[src/rtl/fir_mac_sequencer.sv]
// Time-multiplexed 5-tap FIR controller: one shared multiplier and accumulator stepped over
// the taps, one tap per cycle, with valid/ready on both sides and runtime-writable coefficients.
// Optional build macro: FIR_SAT_EN makes the accumulator saturate instead of wrap.
module fir_mac_sequencer #(
  parameter int unsigned N = 4,  // integer bits of sample and coefficient
  parameter int unsigned M = 4   // fractional bits of sample and coefficient
) (
  input  logic               clk,
  input  logic               rst,
  input  logic               clr,
  input  logic               in_valid,
  output logic               in_ready,
  input  logic [N+M-1:0]     in_data,
  output logic               out_valid,
  input  logic               out_ready,
  output logic [2*(N+M)-1:0] out_data,
  input  logic               coef_we,
  input  logic [2:0]         coef_addr,
  input  logic [N+M-1:0]     coef_wdata,
  output logic               coef_err,
  output logic               busy
);

  localparam int unsigned W    = N + M;
  localparam int unsigned AccW = 2 * W;
  localparam int unsigned Taps = 5;

  typedef enum logic [1:0] {StIdle, StMac, StOut} state_e;

  state_e            state_q, state_d;
  logic [W-1:0]      x_q [Taps];
  logic [W-1:0]      x_d [Taps];
  logic [W-1:0]      h_q [Taps];
  logic [W-1:0]      h_d [Taps];
  logic [AccW-1:0]   acc_q, acc_d;
  logic [2:0]        tap_q, tap_d;
  logic              coef_err_q, coef_err_d;

  logic [W-1:0]      x_sel, h_sel;
  logic [AccW-1:0]   prod;
  logic [AccW:0]     sum_full;
  logic [AccW-1:0]   acc_next;

  // Select the current tap's sample/coefficient pair and form the full-width product and sum.
  always_comb begin
    x_sel = '0;
    h_sel = '0;
    for (int k = 0; k < Taps; k++) begin
      if (tap_q == 3'(k)) begin
        x_sel = x_q[k];
        h_sel = h_q[k];
      end
    end
    prod     = AccW'(x_sel) * AccW'(h_sel);
    sum_full = {1'b0, acc_q} + {1'b0, prod};
`ifdef FIR_SAT_EN
    // Once saturated, acc is all-ones, so any further nonzero product carries out again.
    acc_next = sum_full[AccW] ? {AccW{1'b1}} : sum_full[AccW-1:0];
`else
    acc_next = sum_full[AccW-1:0];
`endif
  end

  // Next-state logic: FSM, delay line, accumulator and coefficient port.
  always_comb begin
    state_d    = state_q;
    x_d        = x_q;
    h_d        = h_q;
    acc_d      = acc_q;
    tap_d      = tap_q;
    coef_err_d = 1'b0;

    if (clr) begin
      // Flush drops everything in flight, including a same-cycle sample or write.
      state_d = StIdle;
      for (int k = 0; k < Taps; k++) x_d[k] = '0;
      acc_d = '0;
      tap_d = '0;
    end else begin
      unique case (state_q)
        StIdle: begin
          if (in_valid) begin
            for (int k = Taps - 1; k > 0; k--) x_d[k] = x_q[k-1];
            x_d[0]  = in_data;
            acc_d   = '0;
            tap_d   = '0;
            state_d = StMac;
          end
        end
        StMac: begin
          acc_d = acc_next;
          if (tap_q == 3'(Taps - 1)) begin
            tap_d   = '0;
            state_d = StOut;
          end else begin
            tap_d = tap_q + 3'd1;
          end
        end
        StOut: begin
          if (out_ready) state_d = StIdle;
        end
        default: state_d = StIdle;
      endcase

      // A write accepted alongside a sample lands before the first MAC, so it is used.
      if (coef_we) begin
        if (state_q == StIdle && coef_addr <= 3'(Taps - 1)) begin
          for (int k = 0; k < Taps; k++) begin
            if (coef_addr == 3'(k)) h_d[k] = coef_wdata;
          end
        end else begin
          coef_err_d = 1'b1;
        end
      end
    end
  end

  // State registers with synchronous reset; coefficients return to their defaults.
  always_ff @(posedge clk) begin
    if (rst) begin
      state_q    <= StIdle;
      acc_q      <= '0;
      tap_q      <= '0;
      coef_err_q <= 1'b0;
      for (int k = 0; k < Taps; k++) x_q[k] <= '0;
      h_q[0] <= W'(8'h03);
      h_q[1] <= W'(8'h01);
      h_q[2] <= W'(8'h80);
      h_q[3] <= W'(8'h01);
      h_q[4] <= W'(8'h03);
    end else begin
      state_q    <= state_d;
      x_q        <= x_d;
      h_q        <= h_d;
      acc_q      <= acc_d;
      tap_q      <= tap_d;
      coef_err_q <= coef_err_d;
    end
  end

  // Outputs decode from registered state only.
  always_comb begin
    in_ready  = (state_q == StIdle);
    out_valid = (state_q == StOut);
    busy      = (state_q != StIdle);
    out_data  = acc_q;
    coef_err  = coef_err_q;
  end

endmodule

[config.mk]
export PLATFORM = sky130hd
export DESIGN_NAME = fir_mac_sequencer
export DESIGN_NICKNAME = d
export VERILOG_FILES = /design/src/rtl/fir_mac_sequencer.sv
export SDC_FILE = /design/constraint.sdc
export NUM_CORES = 1
export LEC_CHECK = 0
export ABC_AREA = 1
export BUFFER_PORTS_ARGS = -buffer_cell sky130_fd_sc_hd__buf_2
export CAP_MARGIN = 5
export CORE_MARGIN = 2
export CORE_UTILIZATION = 25
export DETAILED_ROUTE_END_ITERATION = 8
export GPL_ROUTABILITY_DRIVEN = 1
export PLACE_DENSITY = 0.37
export SETUP_SLACK_MARGIN = 0.5
export SLEW_MARGIN = 20
export SYNTH_ARGS = -nofsm -noshare
export SYNTH_HDL_FRONTEND = slang
export SYNTH_SLANG_ARGS = --single-unit
export TNS_END_PERCENT = 5
[constraint.sdc]
create_clock -name clk -period 5.6 [get_ports clk]
set_input_delay 1.12 -clock clk [delete_from_list [all_inputs] [get_ports clk]]
set_output_delay 1.12 -clock clk [all_outputs]
set_load 0.02 [all_outputs]
Word level (Yosys, flattened, before mapping)
Cells that the tools add are included.

word-level totals
  register bits = 102
  input bits = 25
  output and inout port bits = 20
  word-level logic and storage cells = 69

operators by class
  add/subtract/negate cells = 2
  $mul = 1
  order comparisons = 1
  eq/ne operators = 13
  muxes and demuxes = 20
  bitwise logic cells = 2
  reduce and logical (&&, ||, !) cells = 16

operator list
  cell                                                                    count
  8-bit 2-to-1 mux                                                        10
  16-bit case mux with 2 select lines                                     1
  4-bit AND reduction                                                     5
  16-bit adder                                                            1
  8-bit by 8-bit multiplier with 16-bit output                            1
  16-bit 2-to-1 mux                                                       1
  3-bit by 2-bit equality test with 1-bit output (second input constant)  4
  3-bit by 1-bit equality test with 1-bit output (second input constant)  2
  3-bit equality test (second input constant)                             2
  3-bit zero test                                                         2
  2-bit 2-to-1 mux                                                        3
  3-bit 2-to-1 mux                                                        2
  2-bit case mux with 3 select lines                                      1
  3-bit case mux with 2 select lines                                      1
  2-bit inequality test (second input constant)                           2
  2-bit AND reduction                                                     2
  2-bit nonzero test                                                      2
  3-bit by 1-bit adder with 3-bit output (second input constant)          1
  3-bit <= comparator (second input constant)                             1
  3-bit AND reduction                                                     1
  3-bit OR reduction                                                      1
  2-bit by 1-bit equality test with 1-bit output (second input constant)  1
  2-bit equality test (second input constant)                             1
  2-bit zero test                                                         1
  other kinds (5)                                                         6

Logic depth before layout (Yosys ltp)
Gate-level depths: netlist (run 1).

  depth after elaboration = 9
  depth in mapped cells = 29
  gate-level depth less buffers = 28

Least setup slack after synthesis (run 1)
No wires, ideal clock.

  kind = register to register
  start point = register tap_q[2]
  end point = register acc_q[11] (netlist: out_data[11])
  setup time = 0.132 ns
  data arrival time = 4.868 ns
  slack = 0.599 ns
  stages on the path, launching flop included = 26
  buffers on the path = 2
  clock period less this slack = 5.001 ns
  cell sequence = dfxtp_1 inv_2 ha_1 buf_2 clkinv_1 clkbuf_1 o211ai_1 nand2_1 o21ai_1 inv_2 nand2_1 fa_1 fa_1 inv_1 fa_1 inv_1 fa_1 inv_1 ha_1 nand2_1 nor2_1 nand2_1 nand2_1 or2_2 nand3_1 a21oi_1

on the way
  word-level cells in the longest chain between the ends = 9

ends and longest elaborated chain
  element                                         RTL line  RTL
  from (decl)                                     36        logic [2:0] tap_q, tap_d;
  from (signal assigned)                          136       tap_q <= tap_d;
  3-bit zero test                                 49        if (tap_q == 3'(k)) begin
  8-bit 2-to-1 mux (5 in series)                  49
  8-bit by 8-bit multiplier with 16-bit output *  54        prod = AccW'(x_sel) * AccW'(h_sel);
  16-bit adder *                                  55        sum_full = {1'b0, acc_q} + {1'b0, prod};
  16-bit case mux with 2 select lines *           80        unique case (state_q)
  to (signal assigned)                            122       acc_q <= '0;
  to (signal assigned)                            135       acc_q <= acc_d;
  to (decl)                                       35        logic [AccW-1:0] acc_q, acc_d;

Mark *: on every way between the ends. The rest lies on a longest branch, timed or not.
A chain may end at the register's enable or synchronous reset.

Final worst setup path (run 1)
  start point = register tap_q[1]
  end point = register acc_q[13] (netlist: out_data[13])

Same word-level chain as after synthesis.

==> results of run 1 <==
[area by class of cell]
type                            instances  area share, %
Clock buffer                           10          2.608
Clock inverter                          6         0.7269
Inverter                              188          8.153
Multi-Input combinational cell        690          52.96
Sequential cell                       102          23.36
Tap cell                              378          5.388
Timing Repair Buffer                   78          6.799
[state kept, by name (all words and copies together) (netlist names)]
name,count
tap_q,3
h_q,40
out_data,16
coef_err,1
x_q,40
state_q,2
[power groups by stage]
| stage | Sequential (mW) | Clock [mW] | Combinational, mW |
|---|---|---|---|
| after CTS | 0.756 | 0.678 | 0.193 |
| after global routing | 0.759 | 0.711 | 0.248 |
| after detailed placement | 0.773 | 0 | 0.185 |
| final | 0.756 | 0.655 | 0.216 |
| after floorplan | 0.770 | 0 | 0.128 |
| after global placement | 0.773 | 0 | 0.186 |
[logic make-up after synthesis]
group                    after synthesis
AND/OR/NAND/NOR                      441
buffers and inverters                221
AO/OA/AOI/OAI                        155
flip-flops                           102
adder cells (fa/ha/maj)               90
XOR/XNOR                               4
[worst min-delay path, stage by stage (launching register included)]
cell      delay [ps]
dfxtp_1          330
nand2_1           50
o211ai_1          70
[cells in the mapped netlist]
master	n	share of area (%)
ha_1	40	7.0
o21ai_2	14	1.7
or2_2	1	0.088
fa_1	50	14
o21ai_1	3	0.21
a21oi_1	34	2.4
a21o_1	1	0.11
nand3_2	2	0.28
buf_4	3	0.32
a21oi_2	1	0.12
dfxtp_1	102	29
nor3_1	1	0.070
o22ai_1	1	0.088
nor2_2	3	0.26
nand4_1	6	0.53
o21ai_0	79	5.5
nand2_4	1	0.16
buf_2	10	0.70
nor2_1	181	9.5
nand3_1	53	3.7
clkinv_1	1	0.053
buf_6	2	0.32
xnor2_1	2	0.25
nor2_4	4	0.63
inv_1	162	8.5
inv_2	25	1.3
nand2_1	189	9.9
clkbuf_1	18	0.95
xor2_1	2	0.25
o211ai_1	22	2.3
[cells in the final DEF, fill, tap and decap left out, types with 6 or more instances in the layout]
| master | netlist | layout |
|---|---|---|
| nand2_1 | 189 | 171 |
| nor2_1 | 181 | 169 |
| inv_1 | 162 | 151 |
| dfxtp_1 | 102 | 99 |
| o21ai_0 | 79 | 78 |
| fa_1 | 50 | 47 |
| buf_2 | 10 | 44 |
| nand3_1 | 53 | 42 |
| a21oi_1 | 34 | 33 |
| inv_2 | 25 | 32 |
| ha_1 | 40 | 29 |
| buf_4 | 3 | 23 |
| o211ai_1 | 22 | 22 |
| nor2_2 | 3 | 12 |
| nand2_2 | 0 | 12 |
| o21ai_4 | 0 | 11 |
| nand3_2 | 2 | 11 |
| clkbuf_16 | 0 | 11 |
| ha_4 | 0 | 10 |
| nor2_4 | 4 | 7 |
| nand4_1 | 6 | 6 |
| nand2_4 | 1 | 6 |
| buf_12 | 0 | 6 |
[metal layers]
metal  wire length [um]  up-vias
li1                   -     3248
met1              10340     2894
met2              10110       71
met3                468       14
met4                319        0
met5                  0        -
[path summary, 6_finish.rpt]
check / from / to / slack (ps)
max: tap_q[1]$_SDFFE_PP0P_ / out_data[13]$_SDFFE_PP0P_ / 670
min: h_q[8]$_SDFFE_PP1P_ / h_q[8]$_SDFFE_PP1P_ / 480
max reg2reg: tap_q[1]$_SDFFE_PP0P_ / out_data[13]$_SDFFE_PP0P_ / 670
min reg2reg: h_q[8]$_SDFFE_PP1P_ / h_q[8]$_SDFFE_PP1P_ / 480
[metrics by stage]
stage          area (um^2)  utilization [%]
2_1_floorplan         7136                -
3_3_place_gp          7741            27.71
3_5_place_dp          7741            27.71
4_1_cts               8185            29.30
5_1_grt               8778            31.43
6_report              8778            31.43
[timing repair]
| item | 4_1_cts | 5_1_grt |
|---|---|---|
| cloned | 0 | 2 |
| buffers inserted | 6 | 18 |
| pin swaps | 4 | 46 |
| setup endpoints to repair | 9 | 10 |
| gates resized for setup | 15 | 96 |
==> impl_metrics.ini, run 1 <==
[status]
status = finished clean

[critical_path]
cp_max_fo = 6
required_ps = 5820
crit_type = reg2reg
worstSetupStartpointType = flip-flop
crit_cells = 27
critPathMaxStageDelay_ps = 540
path_delay_family = adder cells
crit_slowest_cell = fa_1
critical_path_arrival_ps = 5150
r2r_cells = 27
crit_buf_inv = 7
critPathCaptureType = flip-flop

[timing]
tns_ps = 0
relSlewSlack_pct = 41.26
worst_slew_pin_slew_ps = 880.1
fin_crit_sh_pct = 88.04
min_period_ps = 4930
finClkSkew_ps = 9.330
setup_viol = 0
timing.hold.ws_ps = 480.4
max_freq_mhz = 202.8
grt_setup_unrepaired = yes
fin_ws_ps = 669.8
drv_slew = 0
hold_viol_final = 0

[power_and_ir_drop]
seq_power_share_pct = 46.5
vdd_ir_drop_max_mv = 0.1246
p_leak_nw = 4.231
comb_power_share_pct = 13.3
total_power_mw = 1.627
p_int_mw = 1.136
p_sw_mw = 0.4914
p_per_area_nw_per_um2 = 185.3
power.share.switching_pct = 30.20
p_clk_share_pct = 40.2

[route]
viasPerCell = 4.289
drc = 0
ant_nets = 0
drt_first_pass_iters = 7
routedWlPerCell_um = 14.62
via_count = 6227
drtIter0Drc = 289
wl_um = 21240

[placed_design]
dp_cells = 1410
place_congestion = 0.7646
pre_cts_ws_ps = 181.8
dpl.hpwl_um = 15770
portBuffers = 44

[job]
drv_cap = 0

[logic_synthesis]
synth-xor-area-share_pct = 0.4910
netlist_area_um2 = 7136
synthSimpleGateAreaFrac_pct = 25.20
ys_ff_latch = 102
synth-compound-area-share_pct = 12.48
synth_fp_nets = 1128
synth_top_family_by_area = simple AND/OR/NAND/NOR gates
yosys-mux-area-fraction_pct = 0
yosysUniqueCellTypes = 30
yosysWarnings = 0
synth_area_per_cell_um2 = 7.044
synth_adder_area_share_pct = 21.04
syn_inst = 1013
yosysSeqAreaShare_pct = 28.62

[worst_hold_path]
holdPathStages = 2
min_path_type = reg2reg

[finish]
n_antenna_cell = 0
syn2layout_area_growth_pct = 23.02
stdcell_count = 1452
drive_gt1_share_pct = 20.02
n_fill_cell = 3170
regArea_um2 = 2051
layout.nets = 1184
multiInputGateArea_um2 = 4649

[clocking]
clockBufferDepth = 2
cts_root_buffer = clkbuf_16
clk_latency_ps = 360
cts_hold_buf = 0
cts_tree = yes
cts_inserted_buffers = 9
h-tree-depth = 3
cts.clk_slew.worst_paths_ps = 80
cts.sinks = 102

[global_routing]
grt_pass1_vias = 6133
antenna_found_initial = 0
gr-usage-all-layers_pct = 14.41
grt_max_degree = 42
grt.busiest_layer = met2
use_met3_pct = 2.199
grtUsageMet2_pct = 23.88
overflow = 0
grt_pass1_wl_um = 33890
grt_use_met1_pct = 19.48

[die]
start_util_pct = 25.54
dieArea_um2 = 29910
core-area_um2 = 27930
fp.dieW_um = 172.9
io_pins = 45
rows = 61
die_y_um = 172.9
Power figures use the tool's default switching activity.
==> run 2, diff against run 1 <==
PLACE_DENSITY = unset   (was 0.37)
==> run 2 against run 1 <==
First-iteration DRC count is 20% higher. Routed wire length is 10% lower. Final cell count grew 0.48%. Sequential share of layout area grew 0.094 points. Clock power is 6.0% higher. Design area decreased by 0.40%. Non-clock buffer count grew 5. Die area is the same. Setup slack improved by 21 ps. Count of clock-buffer cells in the layout is 1 lower. Combinational power about the same.
==> impl_metrics.ini, run 2 (synthesis results as in run 1) <==
[critical_path]
required_ps = 5800
critPathCaptureType = flip-flop
worstSetupStartpointType = flip-flop
cp_max_fo = 6
critical_path_arrival_ps = 5110
critPathMaxStageDelay_ps = 550
crit_type = reg2reg
path_delay_family = adder cells
crit_slowest_cell = fa_1
crit_path_frequent_cell = nand2_1
crit_buf_inv = 6

[global_routing]
gr-usage-all-layers_pct = 12.47
grt_max_degree = 43
overflow = 0
grt_pass1_vias = 6248
grt_pass1_wl_um = 30840
antenna_found_initial = 0

[power_and_ir_drop]
power.share.switching_pct = 28.97
p_int_mw = 1.182
p_per_area_nw_per_um2 = 190.3
p_sw_mw = 0.4821
p_clk_share_pct = 41.7
comb_power_share_pct = 12.9
vdd_ir_drop_max_mv = 0.1584
seq_power_share_pct = 45.4
p_leak_nw = 4.198

[timing]
hold_viol_final = 0
worst_slew_pin_slew_ps = 1014
relSlewSlack_pct = 32.32
finClkSkew_ps = 10.17
max_freq_mhz = 203.7
fin_crit_sh_pct = 87.66
setup_viol = 0
grt_setup_unrepaired = yes
drv_slew = 0
min_period_ps = 4909
tns_ps = 0

[finish]
drive_gt1_share_pct = 19.98
final_cell_mix = nand2_1 (176), nor2_1 (172), inv_1 (154), dfxtp_1 (99), o21ai_0 (79)
syn2layout_area_growth_pct = 22.53
finalInstanceArea_um2 = 8743
layout.nets = 1191
n_antenna_cell = 0
stdcell_count = 1459
layout_commonest_cell = nand2_1

[die]
die_y_um = 172.9
start_util_pct = 25.54
io_pins = 45
dieArea_um2 = 29910
fp.dieW_um = 172.9
core-area_um2 = 27930
rows = 61

[clocking]
cts.sinks = 102
cts_root_buffer = clkbuf_16
clk_latency_ps = 360
cts_hold_buf = 0
cts_inserted_buffers = 9
cts.clk_slew.worst_paths_ps = 80
cts_tree = yes
h-tree-depth = 3
clockBufferDepth = 2

[route]
viasPerCell = 4.339
routedWlPerCell_um = 13.03
drt_first_pass_iters = 4
via_count = 6331
drtIter0Drc = 347
drc = 0
wl_um = 19010
ant_nets = 0

[placed_design]
portBuffers = 44
dp_cells = 1407
dpl.hpwl_um = 13550
place_congestion = 0.8769
place_area_um2 = 7719

[worst_hold_path]
min_path_type = reg2reg

[job]
drv_cap = 0

[status]
status = finished clean
-- run 2: layout make-up --
cell class | instances | area, um^2
Timing Repair inverter | 1 | 5.005
Clock inverter | 7 | 96.34
Tap cell | 378 | 473.0
Timing Repair Buffer | 83 | 579.3
Multi-Input combinational cell | 691 | 4591
Inverter | 188 | 723.2
Fill cell | 3056 | 19190
Clock buffer | 9 | 225.2
Sequential cell | 102 | 2051
-- run 2: per-layer routing --
| layer | up-vias | track usage [%] | part of all wire [%] |
|---|---|---|---|
| li1 | 3267 | - | - |
| met1 | 2974 | 16.46 | 49 |
| met2 | 73 | 21.72 | 48 |
| met3 | 17 | 1.781 | 2.3 |
| met4 | 0 | 2.472 | 1.2 |
| met5 | - | 0 | 0 |
-- run 2: what timing repair did --
item	in CTS	in global routing
endpoints found under the setup margin	9	10
setup buffers	12	20
gates resized for setup	12	84
pin swaps	3	42
gates cloned	1	3
-- run 2: stage by stage --
stage	worst slack (ps)	power (mW)	utilization [%]	hold WS (ps)
6_report	691.0	1.664	31.30	476.3
4_1_cts	523.6	1.652	29.36	477.8
3_3_place_gp	301.9	0.9491	27.63	457.2
3_5_place_dp	220.0	0.9530	27.63	462.5
5_1_grt	468.0	1.742	31.30	507.0
2_1_floorplan	599.3	0.8981	-	442.5
-- run 2: path summary, 6_finish.rpt --
check	startpoint	end	slack, ps	cells past startpoint
hold / removal	h_q[8]$_SDFFE_PP1P_	h_q[8]$_SDFFE_PP1P_	480	2
setup reg to reg	tap_q[0]$_SDFFE_PP0P_	out_data[11]$_SDFFE_PP0P_	690	26
hold reg to reg	h_q[8]$_SDFFE_PP1P_	h_q[8]$_SDFFE_PP1P_	480	2
setup / recovery	tap_q[0]$_SDFFE_PP0P_	out_data[11]$_SDFFE_PP0P_	690	26
-- run 2: worst min-delay path, delay by kind of cell, from the launching register on --
| kind | cells | cell delay [ps] |
|---|---|---|
| flip-flops | 1 | 330 |
| AO/OA/AOI/OAI | 1 | 60 |
| AND/OR/NAND/NOR | 1 | 50 |
-- run 2: power by group through the flow --
| stage | clock network (mW) | logic, mW | registers (mW) |
|---|---|---|---|
| floorplan | 0 | 0.128 | 0.770 |
| global placement | 0 | 0.178 | 0.772 |
| detailed placement | 0 | 0.181 | 0.772 |
| CTS | 0.706 | 0.191 | 0.755 |
| global route | 0.742 | 0.242 | 0.758 |
| finish | 0.694 | 0.214 | 0.755 |
